File: config.mk
export PLATFORM = sky130hd
export DESIGN_NAME = image_subtract_engine
export DESIGN_NICKNAME = d
export VERILOG_FILES = /design/src/rtl/img_sub_pkg.sv /design/src/rtl/pixel_diff_unit.sv /design/src/rtl/image_subtract_engine.sv
export SDC_FILE = /design/constraint.sdc
export NUM_CORES = 1
export LEC_CHECK = 0
export ABC_AREA = 1
export CAP_MARGIN = 20
export CORE_ASPECT_RATIO = 1.1
export CORE_MARGIN = 3
export CORE_UTILIZATION = 40
export CTS_CLUSTER_DIAMETER = 120
export CTS_CLUSTER_SIZE = 25
export DETAILED_ROUTE_END_ITERATION = 10
export HOLD_SLACK_MARGIN = 0.12
export PLACE_DENSITY = 0.77
export SLEW_MARGIN = 20
export SYNTH_ARGS = -nofsm -noshare
export SYNTH_HDL_FRONTEND = slang
export SYNTH_SLANG_ARGS = --single-unit
File: constraint.sdc
create_clock -name clk -period 3.7 [get_ports clk]
set_clock_uncertainty 0.05 [all_clocks]
set_input_delay 0.74 -clock clk [delete_from_list [all_inputs] [get_ports clk]]
set_output_delay 0.74 -clock clk [all_outputs]
set_load 0.01 [all_outputs]
File: src/rtl/img_sub_pkg.sv
// Shared sizes and enumerations for the image subtract engine.
package img_sub_pkg;
    localparam int ADDR_W     = 17;
    localparam int DATA_W     = 8;
    localparam int NUM_PIXELS = 81920;

    typedef enum logic [1:0] {IDLE, RUN, DRAIN, DONE} state_e;
    typedef enum logic {MODE_SAT = 1'b0, MODE_ABS = 1'b1} mode_e;
endpackage

File: src/rtl/pixel_diff_unit.sv
// One-stage pixel difference: saturating or absolute a-b, plus a strict
// threshold compare. Outputs are registered alongside a valid bit.
module pixel_diff_unit #(
    parameter int DATA_W = 8
) (
    input  logic              clk,
    input  logic              reset,
    input  logic              vld_i,
    input  logic [DATA_W-1:0] a_i,
    input  logic [DATA_W-1:0] b_i,
    input  logic              mode_i,
    input  logic [DATA_W-1:0] thr_i,
    output logic              vld_o,
    output logic [DATA_W-1:0] res_o,
    output logic              over_o
);
    import img_sub_pkg::*;

    logic [DATA_W:0]   diff;
    logic [DATA_W:0]   neg;
    logic [DATA_W-1:0] res_d;
    logic              vld_q, over_q;
    logic [DATA_W-1:0] res_q;

    // 9-bit diff; the sign bit picks between a-b and either 0 or b-a
    always_comb begin
        diff  = {1'b0, a_i} - {1'b0, b_i};
        neg   = {1'b0, b_i} - {1'b0, a_i};
        res_d = '0;
        if (!diff[DATA_W])
            res_d = diff[DATA_W-1:0];
        else if (mode_e'(mode_i) == MODE_ABS)
            res_d = neg[DATA_W-1:0];
    end

    // Register the result; data only moves when a pixel is retiring
    always_ff @(posedge clk or posedge reset) begin
        if (reset) begin
            vld_q  <= 1'b0;
            res_q  <= '0;
            over_q <= 1'b0;
        end else begin
            vld_q <= vld_i;
            if (vld_i) begin
                res_q  <= res_d;
                over_q <= (res_d > thr_i);
            end
        end
    end

    assign vld_o  = vld_q;
    assign res_o  = res_q;
    assign over_o = over_q;
endmodule

File: src/rtl/image_subtract_engine.sv
// Streams two images through pixel_diff_unit into the result memory at one
// pixel per clock and counts pixels whose difference exceeds a threshold.
module image_subtract_engine #(
    parameter int ADDR_W     = img_sub_pkg::ADDR_W,
    parameter int DATA_W     = img_sub_pkg::DATA_W,
    parameter int NUM_PIXELS = img_sub_pkg::NUM_PIXELS
) (
    input  logic              clk,
    input  logic              reset,
    input  logic              start,
    input  logic              mode,
    input  logic [DATA_W-1:0] threshold,
    output logic              busy,
    output logic              done,
    output logic [ADDR_W-1:0] over_count,
    output logic [ADDR_W-1:0] img1_address,
    output logic              img1_clken,
    input  logic [DATA_W-1:0] img1_readdata,
    output logic [ADDR_W-1:0] img2_address,
    output logic              img2_clken,
    input  logic [DATA_W-1:0] img2_readdata,
    output logic [ADDR_W-1:0] res_address,
    output logic              res_chipselect,
    output logic              res_write,
    output logic [DATA_W-1:0] res_writedata
);
    import img_sub_pkg::*;

    localparam logic [ADDR_W-1:0] LAST_ADDR = ADDR_W'(NUM_PIXELS - 1);

    state_e            state_q, state_d;
    logic [ADDR_W-1:0] addr_q, addr_d;
    logic              drain_q, drain_d;
    logic [ADDR_W-1:0] addr_d1_q, addr_d2_q;
    logic              rd_vld_q;
    logic              mode_q;
    logic [DATA_W-1:0] thr_q;
    logic [ADDR_W-1:0] over_cnt_q;
    logic              px_vld, px_over;
    logic [DATA_W-1:0] px_res;
    logic              accept;

    assign accept = (state_q == IDLE) && start;

    // State, address counter and drain counter registers
    always_ff @(posedge clk or posedge reset) begin
        if (reset) begin
            state_q <= IDLE;
            addr_q  <= '0;
            drain_q <= 1'b0;
        end else begin
            state_q <= state_d;
            addr_q  <= addr_d;
            drain_q <= drain_d;
        end
    end

    // Next state: one address per RUN cycle, two DRAIN cycles, one DONE cycle
    always_comb begin
        state_d = state_q;
        addr_d  = addr_q;
        drain_d = drain_q;
        case (state_q)
            IDLE: if (start) begin
                state_d = RUN;
                addr_d  = '0;
            end
            RUN: if (addr_q == LAST_ADDR) begin
                state_d = DRAIN;
                drain_d = 1'b0;
            end else begin
                addr_d = addr_q + ADDR_W'(1);
            end
            DRAIN: begin
                drain_d = 1'b1;
                if (drain_q) state_d = DONE;
            end
            DONE:    state_d = IDLE;
            default: state_d = IDLE;
        endcase
    end

    // Read-valid and address delay line, aligned with memory and diff latency
    always_ff @(posedge clk or posedge reset) begin
        if (reset) begin
            rd_vld_q  <= 1'b0;
            addr_d1_q <= '0;
            addr_d2_q <= '0;
        end else begin
            rd_vld_q  <= (state_q == RUN);
            addr_d1_q <= addr_q;
            addr_d2_q <= addr_d1_q;
        end
    end

    // Run parameters latch at start; over_count clears there and then counts retirements
    always_ff @(posedge clk or posedge reset) begin
        if (reset) begin
            mode_q     <= 1'b0;
            thr_q      <= '0;
            over_cnt_q <= '0;
        end else if (accept) begin
            mode_q     <= mode;
            thr_q      <= threshold;
            over_cnt_q <= '0;
        end else if (px_vld && px_over) begin
            over_cnt_q <= over_cnt_q + ADDR_W'(1);
        end
    end

    pixel_diff_unit #(.DATA_W(DATA_W)) u_diff (
        .clk    (clk),
        .reset  (reset),
        .vld_i  (rd_vld_q),
        .a_i    (img1_readdata),
        .b_i    (img2_readdata),
        .mode_i (mode_q),
        .thr_i  (thr_q),
        .vld_o  (px_vld),
        .res_o  (px_res),
        .over_o (px_over)
    );

    assign busy           = (state_q == RUN) || (state_q == DRAIN);
    assign done           = (state_q == DONE);
    assign over_count     = over_cnt_q;
    assign img1_address   = addr_q;
    assign img2_address   = addr_q;
    // Read ports stay enabled one cycle past RUN so the last read completes
    assign img1_clken     = (state_q == RUN) || rd_vld_q;
    assign img2_clken     = (state_q == RUN) || rd_vld_q;
    assign res_address    = addr_d2_q;
    assign res_write      = px_vld;
    assign res_chipselect = px_vld;
    assign res_writedata  = px_res;
endmodule

# Word-level counts from Yosys, hierarchy flattened
# Cells that the tools add are included.
# W data, S select, Z words.
# word_totals
wordCells,49
register_bits,91
# classes
order_cmp,1
n_addsub,4
mux,13
eq_ne,8
reduce_logical,11
# op_table
operator,n
$mux W17,4
$add A17 B1 Y17 const B,2
$pmux W17 S2,1
$eq A17 B17 Y1 const B,1
$mux W8,2
$sub A8 B8 Y9,1
$gt A8 B8 Y1,1
$ne A2 B2 Y1 const B,4
$pmux W2 S4,1
$sub A8 B8 Y8,1
$mux W2,3
$reduce_and A3 Y1,2
$reduce_bool A2 Y1,3
$eq A2 B2 Y1 const B,2
$eq A2 B1 Y1 const B,1
$logic_and A1 B1 Y1,2
$logic_not A2 Y1,1
$logic_or A1 B1 Y1,2
$pmux W1 S2,1
$reduce_and A2 Y1,1
$mux W1,1

# Depth between registers and ports, before layout
# Gate-level depths: netlist of run 1.
# depth
ltp_word,4
ltp_mapped,18
mapped_depth_nobuf,18

# By module
# A second synthesis of run 1 with hierarchy kept.
# unflattened
hier_cells,637
area_unflattened_um2,5193.7
# by_module_without_submodules
mod,area_per_inst_um2,n_inst,cells_per_inst
image_subtract_engine,3754.9,1,411
pixel_diff_unit,1438.9,1,226

# Worst setup path after synthesis of run 1
# OpenSTA, ideal clock, no wires.
# synth_path
path_type,input to register
start,in img1_readdata[0]
end,"reg u_diff.over_q, in the netlist u_diff.over_o"
t_arrival_ns,2.675
required_ns,3.527
path_slack_ns,0.852
cell_stages,17
path_cell_list,inv_1 > ha_1 > inv_1 > fa_1 > nand2_1 > nand3_1 > nand4_1 > nand2_1 > buf_2 > nand2_1 > and2_1 > ha_1 > a21oi_1 > o21a_1 > nor2_1 > o21ai_0 > nand2_1
# synth_via
elab_chain_len,4
word_cells_on_any_way,5
cone_classes,add/sub (2); order compare (1); mux (2)
# synth_rtl
item,line,rtl
from (decl),image_subtract_engine.sv:18,"input logic [DATA_W-1:0] img1_readdata,"
$sub A8 B8 Y8,pixel_diff_unit.sv:28,"neg = {1'b0, b_i} - {1'b0, a_i};"
$mux W8,pixel_diff_unit.sv:32,else if (mode_e'(mode_i) == MODE_ABS)
$mux W8 (*),pixel_diff_unit.sv:30,if (!diff[DATA_W])
via u_diff.res_d[3],pixel_diff_unit.sv:21,logic [DATA_W-1:0] res_d;
$gt A8 B8 Y1 (*),pixel_diff_unit.sv:46,over_q <= (res_d > thr_i);
to (signal assigned),pixel_diff_unit.sv:46,
to (decl),pixel_diff_unit.sv:22,"logic vld_q, over_q;"
# The timed path passes the listed nets; every way through them passes the cells marked *.
# A chain may end at the register's enable or synchronous reset.

# Worst setup path in the final report of run 1
# Ends and elaborated chain as after synthesis.

==> out/results.ini, run 1 <==
[run_status]
outcome = completed

[floorplanning]
rows = 41
core_sq_mm = 0.0117
dieHeight_um = 122
dieArea_sq_mm = 0.0137
io_pins = 110
initial_core_util_pct = 42.0
die-width_um = 112

[worst_setup_path]
critPathLaunchType = input port
crit_required_ns = 3.87
cp_max_fo = 5
path_cells = clkdlybuf4s50_1, inv_1, ha_1, inv_1, fa_1, nand2_1, nand3_1, nand4_1, nand2_1, inv_1, o21ai_0, and2_1, ha_1, nand4_1, nor2_1, a31oi_1, o21ai_0, nand2_1
crit_type = in -> reg
critical_path_arrival_ns = 3.39
worst_path_dominant_cell_family = simple AND/OR/NAND/NOR gates
timing.critical_path.buf_inv = 4
max_stage_delay_ns = 0.42
endpoint_kind = flip-flop
crit_slowest_cell = clkdlybuf4s50_1

[final_layout]
antenna_cells = 0
final_common_cell = nand2_1
regArea_sq_mm = 0.00228
syn_to_final_growth_pct = 28.0
fill_cells = 1100
fin_util_pct = 53.7
final_nets = 752
drive_gt1_share_pct = 4.30
multi_input_area_sq_mm = 0.00213
layout_common_cells = nand2_1, clkdlybuf4s50_1, dfrtp_1, inv_1, nor2_1

[detailed_routing]
wire_per_inst_um = 13.7
wirelength_mm = 11.6
drtPass1Iterations = 4
vias_per_cell = 4.87
vias = 4121
drc_errors = 0
final_antenna_net_count = 0
drtIter0Drc = 235

[timing]
worstMarginPinSlew_ns = 0.593
hold_viol = 0
period_share_pct = 87.0
max_freq_mhz = 311
tns_ns = 0
rsz0062_at_grt = false
drv_slew = 0
setup-violations-final = 0
relSlewSlack_pct = 60.4
fin_crit_ns = 3.22

[synth]
synth_cell_types = 34
yosys_register_bits = 91
yosysWarnings = 0
syn-cell-area_sq_mm = 0.00493
syn-num-nets = 659
synth_area_per_cell_sq_um = 8.23
seq_area_frac_synth_pct = 46.2
synthCells = 599

[cts]
clk_latency_ns = 0.33
cts_sinks = 91
cts-root-buf = clkbuf_16
clockBufferDepth = 2
cts_tree = yes
clk_pin_slew_worst_paths_ns = 0.06
post_cts_buffers = 0
cts-resized-gates = 0
cts_made_buffers = 9
cts_hold_buf = 0
htreeDepth = 3

[power]
power.total_uw = 3310
power_density_mw_per_mm2 = 524
leakage_uw = 0.00303
ir_drop_mv = 0.324

[place]
hpwl_mm = 8.68
portBuffers = 109
place.gp.congestion = 0.857

[global_route]
groute.usage.overall_pct = 17.2
first_global_vias = 4133
grt_pass1_wl_mm = 19.4
antenna_found_initial = 0
grt_overflow = 0
grt_start_max_net_pins = 92

[hold_path]
hold_path_class = reg -> reg

[job]
drv_cap = 0

## report_power, final
group | total, uW | internal [uW] | switching (uW)
clock | 856 | 479 | 377
sequential | 1280 | 1150 | 128
combinational | 1170 | 494 | 679
## per-stage QoR
step | cells | instance area, sq um | hold slack, ns | setup slack [ns]
2_1_floorplan | 599 | 4930 | 0.281 | 0.546
3_3_place_gp | 831 | 6030 | 0.283 | 0.265
3_5_place_dp | 831 | 6030 | 0.285 | 0.130
4_1_cts | 847 | 6310 | 0.296 | 0.489
5_1_grt | 847 | 6310 | 0.303 | 0.132
6_report | 847 | 6310 | 0.296 | 0.482
## state kept, by name, summed over array words and instances (netlist names), 2 cells and up
name,count
img1_address,17
thr_q,8
state_q,2
res_address,17
addr_d1_q,17
u_diff.res_o,8
over_count,17
## final timing paths
path / startpoint / endpoint / slack, ns / cells after the start
setup / recovery: img1_readdata[0] / u_diff.over_o / 0.48 / 18
hold / removal: addr_d1_q[9] / res_address[9] / 0.30 / 0
setup reg to reg: state_q[1] / img1_address[0] / 1.35 / 8
max in group asynchronous: reset / addr_d1_q[6] / 2.43 / 3
hold reg to reg: addr_d1_q[9] / res_address[9] / 0.30 / 0
min in group asynchronous: reset / over_count[16] / 0.79 / 3
## cell families after synthesis
group / share of synthesized area [%]
AOI/OAI and AO/OA: 7.71
xor gates and xnor gates: 3.02
adders and majority gates: 8.42
buffers and inverters: 10.6
DFF: 46.2
and+or+nand+nor: 24.1
## synthesized netlist by cell type
library cell	n	area share, %
buf_8	1	0.30
nand3_2	1	0.20
nor3_2	1	0.20
nand2_2	1	0.13
buf_6	1	0.23
a21oi_1	21	2.1
nor3_1	7	0.71
a31oi_1	3	0.38
o21bai_1	2	0.30
nor2_1	46	3.5
xnor2_1	3	0.53
clkbuf_1	4	0.30
nand4_1	11	1.4
dfrtp_1	91	46
nor2_4	2	0.46
nand3_4	1	0.36
fa_1	2	0.81
buf_2	2	0.20
and2_1	3	0.38
nand2_1	161	12
or2_2	3	0.38
xor2_1	14	2.5
inv_2	2	0.15
nand3_1	39	4.0
nand3b_1	1	0.15
o21ai_0	30	3.0
o21ai_1	10	1.0
buf_4	20	3.0
o21a_1	3	0.46
clkbuf_2	1	0.10
a21boi_4	1	0.38
inv_6	1	0.18
ha_1	30	7.6
inv_1	80	6.1
## per-layer routing
layer / GRT usage, % / vias up / wire (um)
met4: 5.48 / 0 / 179
met1: 22.4 / 1948 / 5220
met2: 29.2 / 98 / 5590
met3: 3.50 / 14 / 564
met5: 0 / - / 0
li1: - / 2061 / -
## cell type report
cell class,instances,share of cell area [%]
clock buffers,12,3.90
clock inverters,4,0.535
inverters,83,5.03
multi-input cells,396,33.8
flip-flops and latches,91,36.1
well taps,150,2.97
repair buffers,111,17.7
Power figures use the tool's default switching activity.
==> run 2, diff against run 1 <==
==> constraint.sdc (replaced) <==
create_clock -name clk -period 3.67 [get_ports clk]
set_clock_uncertainty 0.05 [all_clocks]
set_input_delay 0.734 -clock clk [delete_from_list [all_inputs] [get_ports clk]]
set_output_delay 0.734 -clock clk [all_outputs]
set_load 0.01 [all_outputs]
==> out/results.ini, run 2 (synthesized netlist as in run 1, its figures left out) <==
[global_route]
grt_overflow = 0  ; unchanged
grt_pass1_wl_mm = 19.3  ; was 19.4 mm
first_global_vias = 4083  ; was 4133
grt_start_max_net_pins = 92  ; unchanged
antenna_found_initial = 0  ; unchanged
groute.usage.overall_pct = 17.2  ; about the same

[run_status]
outcome = completed  ; unchanged

[timing]
period_share_pct = 86.9
drv_slew = 0  ; unchanged
fin_crit_ns = 3.19
max_freq_mhz = 314
tns_ns = 0  ; unchanged
worstMarginPinSlew_ns = 0.589  ; was 0.593 ns
rsz0062_at_grt = false  ; unchanged
setup-violations-final = 0  ; unchanged
relSlewSlack_pct = 60.7  ; was 60.4%
hold_viol = 0  ; unchanged

[cts]
htreeDepth = 3  ; unchanged
post_cts_buffers = 0  ; unchanged
cts-resized-gates = 0  ; unchanged
clk_pin_slew_worst_paths_ns = 0.06  ; about the same
cts-root-buf = clkbuf_16  ; unchanged
cts_tree = yes  ; unchanged
clk_latency_ns = 0.33  ; about the same
cts_sinks = 91  ; unchanged
clockBufferDepth = 2  ; unchanged
cts_made_buffers = 9  ; unchanged
cts_hold_buf = 0  ; unchanged

[place]
portBuffers = 109  ; unchanged
hpwl_mm = 8.68  ; about the same
place.gp.congestion = 0.856  ; was 0.857

[job]
drv_cap = 0  ; unchanged

[worst_setup_path]
critPathLaunchType = input port  ; unchanged
crit_required_ns = 3.83  ; was 3.87 ns
crit_type = in -> reg  ; unchanged
critical_path_arrival_ns = 3.35  ; was 3.39 ns
cp_max_fo = 5  ; unchanged
endpoint_kind = flip-flop  ; unchanged

[floorplanning]
die-width_um = 112  ; unchanged
dieHeight_um = 122  ; unchanged
rows = 41  ; unchanged
io_pins = 110  ; unchanged
initial_core_util_pct = 42.0  ; unchanged
dieArea_sq_mm = 0.0137  ; unchanged
core_sq_mm = 0.0117  ; unchanged

[detailed_routing]
final_antenna_net_count = 0  ; unchanged
drc_errors = 0  ; unchanged
wire_per_inst_um = 13.6  ; was 13.7 um
vias_per_cell = 4.84  ; was 4.87
drtIter0Drc = 284  ; was 235
vias = 4099  ; was 4121
wirelength_mm = 11.6  ; about the same
drtPass1Iterations = 4  ; unchanged

[final_layout]
syn_to_final_growth_pct = 29.0  ; was 28.0%
layout_common_cells = nand2_1, clkdlybuf4s50_1, dfrtp_1, inv_1, nor2_1  ; unchanged
regArea_sq_mm = 0.00228  ; unchanged
drive_gt1_share_pct = 4.59  ; was 4.30%
final_common_cell = nand2_1  ; unchanged
fin_util_pct = 54.2  ; was 53.7%
multi_input_area_sq_mm = 0.00213  ; unchanged
antenna_cells = 0  ; unchanged
fill_cells = 1083  ; was 1100
final_nets = 752  ; unchanged

[power]
power.total_uw = 3480  ; was 3310 uW
ir_drop_mv = 0.380  ; was 0.324 mV
power_density_mw_per_mm2 = 547  ; was 524 mW/mm^2
leakage_uw = 0.00306  ; was 0.00303 uW

[hold_path]
hold_path_class = reg -> reg  ; unchanged

run 2: cell types whose count changed in the layout (fill, tap and decap cells not counted):
cell	change
clkbuf_8	-1
clkbuf_1	-2
inv_8	+2
inv_6	+1
bufinv_16	+2
clkinvlp_4	-1
clkinv_2	+1
clkinv_4	-2
run 2: critical path: stages:
cell,delay (ns)
clkdlybuf4s50_1,0.50
ha_1,0.15
inv_1,0.06
fa_1,0.39
nand2_1,0.10
nand3_1,0.11
nand4_1,0.09
nand2_1,0.07
inv_1,0.12
nand2_1,0.08
and2_1,0.14
ha_1,0.28
a21oi_1,0.16
o21a_1,0.13
nor2_1,0.03
o21ai_0,0.13
nand2_1,0.06
run 2: power by group:
part	internal, uW	leakage [uW]	switching [uW]
Clock	610	0.000164	401
Combinational	499	0.00167	684
Sequential	1160	0.00123	130
run 2: cell type report:
class                      count  share of cell area [%]
clock buffer                   9                    3.54
clock inverter                 7                    1.65
timing repair buffer         111                    17.6
tap                          150                    2.95
sequential                    91                    35.8
multi-input combinational    396                    33.5
inverter                      83                    4.99
run 2: through the flow:
step	area [sq um]	setup WS, ns	cells	hold WS [ns]
floorplan	4930	0.522	599	0.281
global placement	6030	0.240	831	0.283
detailed placement	6030	0.153	831	0.285
CTS	6360	0.501	847	0.300
global route	6360	0.202	847	0.309
finish	6360	0.482	847	0.298
run 2: worst paths after layout:
kind                                  start               to  slack [ns]  depth (start not counted)
hold reg to reg               addr_d1_q[13]  res_address[13]        0.30                          0
min in group asynchronous             reset   over_count[12]        0.80                          3
setup / recovery           img2_readdata[0]    u_diff.over_o        0.48                         17
max in group asynchronous             reset  res_address[14]        2.40                          3
hold / removal                addr_d1_q[13]  res_address[13]        0.30                          0
setup reg to reg                 state_q[1]  img1_address[0]        1.30                          8
run 2: routing by layer:
metal | routed length, um | global-route usage (%) | up-vias
met1 | 5380 | 23.0 | 1943
li1 | - | - | 2061
met5 | 0 | 0 | -
met2 | 5600 | 28.6 | 89
met4 | 104 | 4.87 | 0
met3 | 476 | 3.35 | 6
